File: src/rtl/clk_div_ctrl.sv
// rtl/clk_div_ctrl.sv - run-time controller for the 50 MHz clock divider
//
// Holds a programmable half-period H and produces a 50 % duty divided clock
// with period 2*(H+1) input cycles. The clock starts and stops without
// glitches. New half-periods arrive over a valid/ready handshake and are
// only applied on a full-period boundary while the clock is running.
//
// Ports:
//   clk_50MHz  in   system clock, all logic on its rising edge
//   reset_n    in   synchronous active-low reset
//   en         in   level request to run the divided clock
//   cfg_valid  in   new half-period offered
//   cfg_half   in   offered half-period (any value, 0 gives 25 MHz)
//   cfg_ready  out  controller accepts a config this cycle
//   clk_out    out  registered divided clock
//   tick       out  one-cycle pulse on the first high cycle of each period
//   running    out  high while counting (RUN or DRAIN)
module clk_div_ctrl #(
  parameter int               CNT_W        = 18,
  parameter logic [CNT_W-1:0] DEFAULT_HALF = CNT_W'(249999)
) (
  input  logic             clk_50MHz,
  input  logic             reset_n,
  input  logic             en,
  input  logic             cfg_valid,
  input  logic [CNT_W-1:0] cfg_half,
  output logic             cfg_ready,
  output logic             clk_out,
  output logic             tick,
  output logic             running
);

  typedef enum logic [1:0] {
    ST_STOP  = 2'd0,
    ST_RUN   = 2'd1,
    ST_DRAIN = 2'd2
  } state_t;

  state_t           state, state_n;
  logic [CNT_W-1:0] cnt, cnt_n;
  logic [CNT_W-1:0] half, half_n;
  logic [CNT_W-1:0] pend_val, pend_val_n;
  logic             pend, pend_n;
  logic             clk_q, clk_n;
  logic             tick_q, tick_n;

  logic hs;
  logic term;
  logic stop_now;

  // In STOP the half-period register is written directly, so a config is
  // always welcome there; while counting only one value may wait.
  assign cfg_ready = (state == ST_STOP) || !pend;
  assign hs        = cfg_valid && cfg_ready;
  assign term      = (cnt == half);

  assign clk_out = clk_q;
  assign tick    = tick_q;
  assign running = (state != ST_STOP);

  always_ff @(posedge clk_50MHz) begin
    if (!reset_n) begin
      state    <= ST_STOP;
      cnt      <= '0;
      half     <= DEFAULT_HALF;
      pend_val <= '0;
      pend     <= 1'b0;
      clk_q    <= 1'b0;
      tick_q   <= 1'b0;
    end else begin
      state    <= state_n;
      cnt      <= cnt_n;
      half     <= half_n;
      pend_val <= pend_val_n;
      pend     <= pend_n;
      clk_q    <= clk_n;
      tick_q   <= tick_n;
    end
  end

  always_comb begin
    state_n    = state;
    cnt_n      = cnt;
    half_n     = half;
    pend_val_n = pend_val;
    pend_n     = pend;
    clk_n      = clk_q;
    tick_n     = 1'b0;
    stop_now   = 1'b0;

    case (state)
      ST_STOP: begin
        cnt_n = '0;
        clk_n = 1'b0;
        if (hs) begin
          half_n = cfg_half;
        end
        if (en) begin
          state_n = ST_RUN;
        end
      end

      ST_RUN, ST_DRAIN: begin
        if (state == ST_RUN && !en && !clk_q) begin
          // Low phase may be cut short; nothing visible is lost.
          stop_now = 1'b1;
        end else begin
          if (term) begin
            cnt_n  = '0;
            clk_n  = !clk_q;
            tick_n = !clk_q;
          end else begin
            cnt_n = cnt + CNT_W'(1);
          end

          if (hs) begin
            pend_n     = 1'b1;
            pend_val_n = cfg_half;
          end

          if (term && clk_q) begin
            // End of a full period: the only point where H may change
            // while counting. hs cannot coincide with pend here.
            if (state == ST_DRAIN || !en) begin
              stop_now = 1'b1;
            end else if (pend) begin
              half_n = pend_val;
              pend_n = 1'b0;
            end
          end else if (state == ST_RUN && !en) begin
            // High phase is never truncated: finish it in DRAIN.
            state_n = ST_DRAIN;
          end
        end
      end

      default: begin
        state_n = ST_STOP;
        cnt_n   = '0;
        clk_n   = 1'b0;
      end
    endcase

    // Leaving the counting states: whatever config is waiting (or arriving
    // in this very cycle) becomes H, since STOP has no boundary to wait for.
    if (stop_now) begin
      state_n = ST_STOP;
      cnt_n   = '0;
      clk_n   = 1'b0;
      tick_n  = 1'b0;
      pend_n  = 1'b0;
      if (hs) begin
        half_n = cfg_half;
      end else if (pend) begin
        half_n = pend_val;
      end
    end
  end

endmodule

File: config.mk
export PLATFORM = sky130hd
export DESIGN_NAME = clk_div_ctrl
export DESIGN_NICKNAME = d
export VERILOG_FILES = /design/src/rtl/clk_div_ctrl.sv
export SDC_FILE = /design/constraint.sdc
export NUM_CORES = 1
export LEC_CHECK = 0
export CAP_MARGIN = 20
export CELL_PAD_IN_SITES_DETAIL_PLACEMENT = 0
export CELL_PAD_IN_SITES_GLOBAL_PLACEMENT = 2
export CORE_ASPECT_RATIO = 0.5
export CORE_UTILIZATION = 37
export DETAILED_ROUTE_END_ITERATION = 7
export DONT_BUFFER_PORTS = 1
export GPL_ROUTABILITY_DRIVEN = 0
export PLACE_DENSITY = 0.77
export SLEW_MARGIN = 25
export SYNTH_ARGS = -nofsm -noshare
export SYNTH_HDL_FRONTEND = slang
export SYNTH_SLANG_ARGS = --single-unit
File: constraint.sdc
create_clock -name clk_50MHz -period 2.3 [get_ports clk_50MHz]
set_input_delay 0.46 -clock clk_50MHz [delete_from_list [all_inputs] [get_ports clk_50MHz]]
set_output_delay 0.46 -clock clk_50MHz [all_outputs]
set_load 0.1 [all_outputs]
==> flow_metrics.env, run 1 <==
export IMPL_status="completed"
export IMPL_htreeDepth=3
export IMPL_syn_area_sq_um=3974
export IMPL_clk_root_buffer_cell="clkbuf_16"
export IMPL_combinationalPowerShare=0.414
export IMPL_rsz0062_at_grt="false"
export IMPL_grt_usage=0.2364
export IMPL_hold_end="pend_val[11]"
export IMPL_multi_input_area_sq_um=2505
export IMPL_cp_top_family="compound AO/OA/AOI/OAI gates"
export IMPL_postCtsSetupBuffers=0
export IMPL_rows=26
export IMPL_r2r_slack_ns=0.15
export IMPL_seq_area_sq_um=1182
export IMPL_critPathMaxFanout=6
export IMPL_netlist_top_cells_area="dfxtp_1 (30%), nand2_1 (8.3%), a21oi_1 (6.0%), xor2_1 (5.3%), o21ai_0 (4.2%)"
export IMPL_finalSetupTns_ns=0
export IMPL_synth_most_common_cell="nand2_1"
export IMPL_synth_edf_count=0
export IMPL_synth_common_cells="nand2_1 (88), dfxtp_1 (59), a21oi_1 (48)"
export IMPL_tightest_slew_ns=0.5148
export IMPL_wire_per_inst_um=18.12
export IMPL_ys_types=47
export IMPL_via_count=3774
export IMPL_finalClockSkew_ns=0.006633
export IMPL_cts_tree="yes"
export IMPL_ctsHoldBuffers=0
export IMPL_grt_pass1_wl_mm=19.69
export IMPL_p_seq_frac=0.291
export IMPL_worstSetupStartpointType="flop"
export IMPL_drv_cap=0
export IMPL_dr_first_iter_drc_count=334
export IMPL_fmax_mhz=464.7
export IMPL_grt_pass1_vias=3422
export IMPL_dieHeight_um=75.28
export IMPL_r2r_cells=6
export IMPL_swShare=0.4009
export IMPL_antenna_found_initial=0
export IMPL_io_pins=26
export IMPL_hold_class="in2reg"
export IMPL_path_buf_inv=1
export IMPL_port_buffer_count=0
export IMPL_pwr_share_clk=0.296
export IMPL_final_hold_viol_count=0
export IMPL_dp_hpwl_mm=8.030
export IMPL_p_int_mw=3.042
export IMPL_ys_seq_area_frac=0.2972
export IMPL_clkTransAtPathRegs_ns=0.06
export IMPL_clkSinkCount=59
export IMPL_synth_top_area_cell="dfxtp_1"
export IMPL_synthArstFlopShare=0
export IMPL_period_needed_ns=2.152
export IMPL_p_leak_nw=1.655
export IMPL_syn_nets=569
export IMPL_initial_core_util=0.3853
export IMPL_pwr_density_cell_nw_per_um2=1111
export IMPL_viasPerCell=5.534
export IMPL_fp_dieW_um=148.6
export IMPL_ant_nets=0
export IMPL_ir_worst_vdd_mv=0.5017
export IMPL_synth_flop_cell="dfxtp_1"
export IMPL_ys_seq_elements=59
export IMPL_syn_inst=542
export IMPL_core_sq_um=10310
export IMPL_min_period_over_period=0.9356
export IMPL_grt_max_degree=50
export IMPL_r2r_start="state[0]"
export IMPL_cts_made_buffers=9
export IMPL_drt_total_wl_mm=12.36
export IMPL_num_nets_final=564
export IMPL_overflow=0
export IMPL_antennaDiodeCount=0
export IMPL_cp_end_kind="flop"
export IMPL_syn2layout_area_growth_pct=15.05
export IMPL_cp_slowest_cell="a32oi_2"
export IMPL_timing_rr_end="half[1]"
export IMPL_die_area_sq_um=11180
export IMPL_synth_top_cell_area_share=0.2972
export IMPL_synth_warnings=0
export IMPL_drive_gt1_frac=0.1107
export IMPL_critPathKind="reg2reg"
export IMPL_avgSynthCellArea_sq_um=7.332
export IMPL_cpPeakStageDelay_ns=0.46
export IMPL_p_switching_mw=2.036
export IMPL_clkLatencyLatePin_ns=0.33
export IMPL_fill_cells=1056
export IMPL_hold_depth=2
export IMPL_hp_start="cfg_half[11]"
export IMPL_fin_area_sq_um=4572
export IMPL_route_detailed_drc=0
export IMPL_finalPower_mw=5.078
export IMPL_setup_viol=0
export IMPL_worstPathCellList="inv_1 -> ha_1 -> and2_1 -> a32oi_2 -> a22oi_1 -> o31a_1"
export IMPL_relSlewSlack=0.6568
export IMPL_cts_buffer_depth=2
export IMPL_critPathArrivalTime_ns=2.37
export IMPL_dpl_cell_area_sq_um=4223
export IMPL_first_pass_iters=5
export IMPL_crit_required_ns=2.52
export IMPL_slew_violations=0
-- cell usage in the layout (no fill, tap or decap), types with 23 or more instances in the layout --
| cell type | n |
|---|---|
| nand2_1 | 88 |
| buf_4 | 23 |
| inv_1 | 29 |
| a21oi_1 | 48 |
| nor2_1 | 41 |
| dfxtp_1 | 58 |
| xor2_1 | 24 |
| o21ai_0 | 33 |
-- worst register-to-register path, cell delays in order, from the launching register on --
cell and delay [ns]:
dfxtp_1 0.39, inv_1 0.08, ha_1 0.37, and2_1 0.25, a32oi_2 0.46, a22oi_1 0.18, o31a_1 0.31
-- power by group through the flow --
stage / logic (mW) / clock network [mW] / registers (mW)
after detailed placement: 2.06 / 0 / 1.49
after global routing: 2.33 / 1.58 / 1.50
after floorplan: 1.51 / 0 / 1.38
after global placement: 2.09 / 0 / 1.49
after CTS: 2.08 / 1.53 / 1.47
final: 2.10 / 1.50 / 1.48
-- worst max path at each step --
stage	start	end	slack, ns	depth (start not counted)
after detailed placement	half[2]	half[5]	-0.02	7
after CTS	half[14]	half[5]	0.06	7
after floorplan	state[0]	state[0]	0.01	9
after global routing	state[0]	half[1]	0.02	6
final	state[0]	half[1]	0.15	6
after global placement	half[2]	half[17]	-0.002	7
-- final cells by class --
| class | count | share of cell area |
|---|---|---|
| Clock buffer | 11 | 0.05528 |
| Clock inverter | 5 | 0.01642 |
| Inverter | 29 | 0.02381 |
| Multi-Input combinational cell | 410 | 0.5479 |
| Sequential cell | 59 | 0.2586 |
| Tap cell | 140 | 0.03831 |
| Timing Repair Buffer | 28 | 0.05966 |
-- flip-flops by register name, summed over array words and instances (netlist names) --
register	flops
clk_out	1
cnt	18
half	18
pend	1
pend_val	18
state	2
tick	1
-- metal layers --
layer,track usage,share of wire
met1,0.3483,0.53
met2,0.3354,0.39
met3,0.05758,0.065
met4,0.06987,0.011
met5,0,0
-- through the flow --
stage                 util  std cells  hold WS [ns]  setup WS (ns)
floorplan                -        542        0.4435        0.01419
global placement    0.4095        666        0.4502      -0.001769
detailed placement  0.4095        666        0.4570       -0.02403
CTS                 0.4419        682        0.2505        0.05623
global route        0.4433        682        0.2477        0.01769
finish              0.4433        682        0.2576         0.1481
-- timing repair --
| item | CTS | global route |
|---|---|---|
| setup endpoints to repair | 6 | 13 |
| hold endpoints to repair | 0 | 0 |
| gates resized for setup | 1 | 3 |
-- kinds of logic (layout without fill, tap and decap cells) --
kind of cell | count (synthesis) | after routing | share of synthesized area
AND/OR/NAND/NOR | 213 | 213 | 0.2648
AO/OA/AOI/OAI | 157 | 157 | 0.2664
buffers and inverters | 73 | 73 | 0.07777
flip-flops | 59 | 59 | 0.2972
XOR/XNOR | 32 | 32 | 0.07053
adder cells (fa/ha/maj) | 5 | 5 | 0.01574
multiplexers | 3 | 3 | 0.007557
(Power assumes the default switching activity.)
==> run 2: changes to the inputs <==
--- a/config.mk
+++ b/config.mk
@@ -5,11 +5,13 @@
 export SDC_FILE = /design/constraint.sdc
 export NUM_CORES = 1
 export LEC_CHECK = 0
-export CAP_MARGIN = 20
+export ABC_AREA = 1
+export CAP_MARGIN = 25
 export CELL_PAD_IN_SITES_DETAIL_PLACEMENT = 0
 export CELL_PAD_IN_SITES_GLOBAL_PLACEMENT = 2
 export CORE_ASPECT_RATIO = 0.5
-export CORE_UTILIZATION = 37
+export CORE_MARGIN = 2
+export CORE_UTILIZATION = 34
 export DETAILED_ROUTE_END_ITERATION = 7
 export DONT_BUFFER_PORTS = 1
 export GPL_ROUTABILITY_DRIVEN = 0
==> flow_metrics.env, run 2 <==
export IMPL_status="completed"
export IMPL_min_period_over_period=0.9291
export IMPL_drive_gt1_frac=0.1313
export IMPL_antenna_found_initial=0
export IMPL_initial_core_util=0.3510
export IMPL_tightest_slew_ns=0.4273
export IMPL_antennaDiodeCount=0
export IMPL_clkLatencyLatePin_ns=0.34
export IMPL_netlist_top_cells_area="dfxtp_1 (26%), nand2_1 (18%), nor2_1 (8.0%), a21oi_1 (6.8%), inv_1 (6.7%)"
export IMPL_finalClockSkew_ns=0.006257
export IMPL_fp_dieW_um=166.2
export IMPL_cp_end_kind="flop"
export IMPL_utilization=0.4095
export IMPL_final_cell_mix="nand2_1 (218), nor2_1 (95), inv_1 (77)"
export IMPL_final_hold_viol_count=0
export IMPL_worstSetupStartpointType="flop"
export IMPL_drv_cap=0
export IMPL_slew_violations=0
export IMPL_cts_buffer_depth=2
export IMPL_crit_required_ns=2.55
export IMPL_core_sq_um=12740
export IMPL_final_common_cell="nand2_1"
export IMPL_grt_most_used_layer="met1"
export IMPL_synthArstFlopShare=0
export IMPL_via_count=4769
export IMPL_wire_per_inst_um=17.29
export IMPL_critPathArrivalTime_ns=2.38
export IMPL_ant_nets=0
export IMPL_gr_usage_met3=0.05784
export IMPL_critical_path_most_common_cell="nor3_1"
export IMPL_clk_root_buffer_cell="clkbuf_16"
export IMPL_syn_area_sq_um=4471
export IMPL_cp_top_family="simple AND/OR/NAND/NOR gates"
export IMPL_syn2layout_area_growth_pct=16.65
export IMPL_grt_pass1_vias=4375
export IMPL_path_buf_inv=1
export IMPL_r2r_cells=7
export IMPL_synth_top_area_cell="dfxtp_1"
export IMPL_ys_types=36
export IMPL_critPathKind="reg2reg"
export IMPL_use_met1=0.3853
export IMPL_synth_warnings=0
export IMPL_hold_class="in2reg"
export IMPL_ir_worst_vdd_mv=0.6320
export IMPL_route_detailed_drc=0
export IMPL_critPathMaxFanout=6
export IMPL_dr_first_iter_drc_count=481
export IMPL_fmax_mhz=468.0
export IMPL_htreeDepth=3
export IMPL_cp_num_cells=7
export IMPL_io_pins=26
export IMPL_drt_total_wl_mm=16.23
export IMPL_period_needed_ns=2.137
export IMPL_postCtsSetupBuffers=0
export IMPL_relSlewSlack=0.7144
export IMPL_dpl_cell_area_sq_um=4945
export IMPL_rsz0062_at_grt="false"
export IMPL_fin_area_sq_um=5215
export IMPL_overflow=0
export IMPL_dp_hpwl_mm=11.80
export IMPL_syn_nets=777
export IMPL_grtUsageMet2=0.3120
export IMPL_dieHeight_um=85.08
export IMPL_port_buffer_count=0
export IMPL_synth_top_cell_area_share=0.2642
export IMPL_ys_seq_area_frac=0.2642
export IMPL_rows=29
export IMPL_hold_depth=2
export IMPL_first_pass_iters=5
export IMPL_p_leak_nw=2.348
export IMPL_synth_most_common_cell="nand2_1"
export IMPL_synth_flop_cell="dfxtp_1"
export IMPL_avgSynthCellArea_sq_um=5.961
export IMPL_num_nets_final=792
export IMPL_cts_made_buffers=9
export IMPL_worstPathCellList="inv_1 -> nor3_1 -> nand4_1 -> nor4_2 -> nand2_1 -> xor2_1 -> nor3_1"
export IMPL_grt_max_degree=41
export IMPL_largestRegisters="cnt x18, half x18, pend_val x18"
export IMPL_viasPerCell=5.079
export IMPL_grt_pass1_wl_mm=25.56
export IMPL_die_area_sq_um=14140
export IMPL_ys_seq_elements=59
export IMPL_synth_edf_count=0
export IMPL_grt_usage=0.2378
export IMPL_clkTransAtPathRegs_ns=0.06
export IMPL_syn_inst=750
export IMPL_cpPeakStageDelay_ns=0.39
export IMPL_hold_slack_ns=0.2467
export IMPL_cp_slowest_cell="dfxtp_1"
export IMPL_clkSinkCount=59
export IMPL_setup_viol=0
export IMPL_pwr_density_cell_nw_per_um2=1317
export IMPL_synth_common_cells="nand2_1 (220), nor2_1 (95), inv_1 (80)"
export IMPL_dpl_worst_slack_ns=0.1832
export IMPL_fin_ws_ns=0.1630
export IMPL_cts_tree="yes"
export IMPL_finalSetupTns_ns=0
==> run 2: changes by cell type in the layout (fill, tap and decap cells not counted), moves of 14 or more <==
cell,change
xor2_1,-14
nor2_1,+54
nand2_1,+130
nand4_1,+22
inv_1,+48
nor2b_1,-14
==> run 2: timing repair <==
item,CTS,global route
gates resized for setup,0,1
hold buffers,0,0
endpoints found under the setup margin,0,1
==> run 2: path summary, 6_finish.rpt <==
kind         slack [ns]        start           to
max                0.16       cnt[0]      cnt[17]
min                0.25  cfg_half[6]  pend_val[6]
max reg2reg        0.16       cnt[0]      cnt[17]
min reg2reg        0.49      cnt[16]      cnt[16]
==> run 2: logic make-up (layout without fill, tap and decap cells) <==
family / after synthesis / count (layout) / share of synthesized area
flops: 59 / 59 / 0.2642
fa+ha+maj: 5 / 5 / 0.01399
buf+inv: 126 / 145 / 0.1184
xor+xnor: 12 / 12 / 0.02351
compound gates: 149 / 149 / 0.1853
simple gates: 399 / 399 / 0.3946
==> run 2: area by class of cell <==
class	count	area, sq um
tap	170	212.7
inverter	90	341.6
timing repair buffer	40	387.9
multi-input combinational	565	2828
clock inverter	3	15.01
sequential	59	1184
clock buffer	12	246.5
fill	1376	7521
==> run 2: per-layer routing <==
metal | up-vias | wire, um
li1 | 2447 | -
met1 | 2151 | 8950
met2 | 157 | 5766
met3 | 14 | 1416
met4 | 0 | 99
met5 | - | 0
==> run 2: power by group <==
| group | internal, mW | total, mW | switching (mW) |
|---|---|---|---|
| combinational | 1.41 | 3.96 | 2.55 |
| clock | 0.748 | 1.26 | 0.510 |
| sequential | 1.32 | 1.65 | 0.327 |
| total | 3.48 | 6.87 | 3.39 |
==> run 2: worst reg2reg max path: stages (launching register included) <==
cell	delay [ns]
dfxtp_1	0.39
inv_1	0.10
nor3_1	0.37
nand4_1	0.38
nor4_2	0.37
nand2_1	0.11
xor2_1	0.16
nor3_1	0.16
==> run 2: through the flow <==
step / power (mW) / cells
floorplan: 4.406 / 750
global placement: 5.571 / 924
detailed placement: 5.574 / 924
CTS: 6.848 / 939
global route: 7.448 / 939
finish: 6.867 / 939
==> run 3: changes to the inputs <==
--- a/config.mk
+++ b/config.mk
@@ -16,6 +16,7 @@
 export DONT_BUFFER_PORTS = 1
 export GPL_ROUTABILITY_DRIVEN = 0
 export PLACE_DENSITY = 0.77
+export SKIP_LAST_GASP = 1
 export SLEW_MARGIN = 25
 export SYNTH_ARGS = -nofsm -noshare
 export SYNTH_HDL_FRONTEND = slang
==> results of run 3 <==
Same layout as run 2: the final DEF is identical, and so are final timing and power.
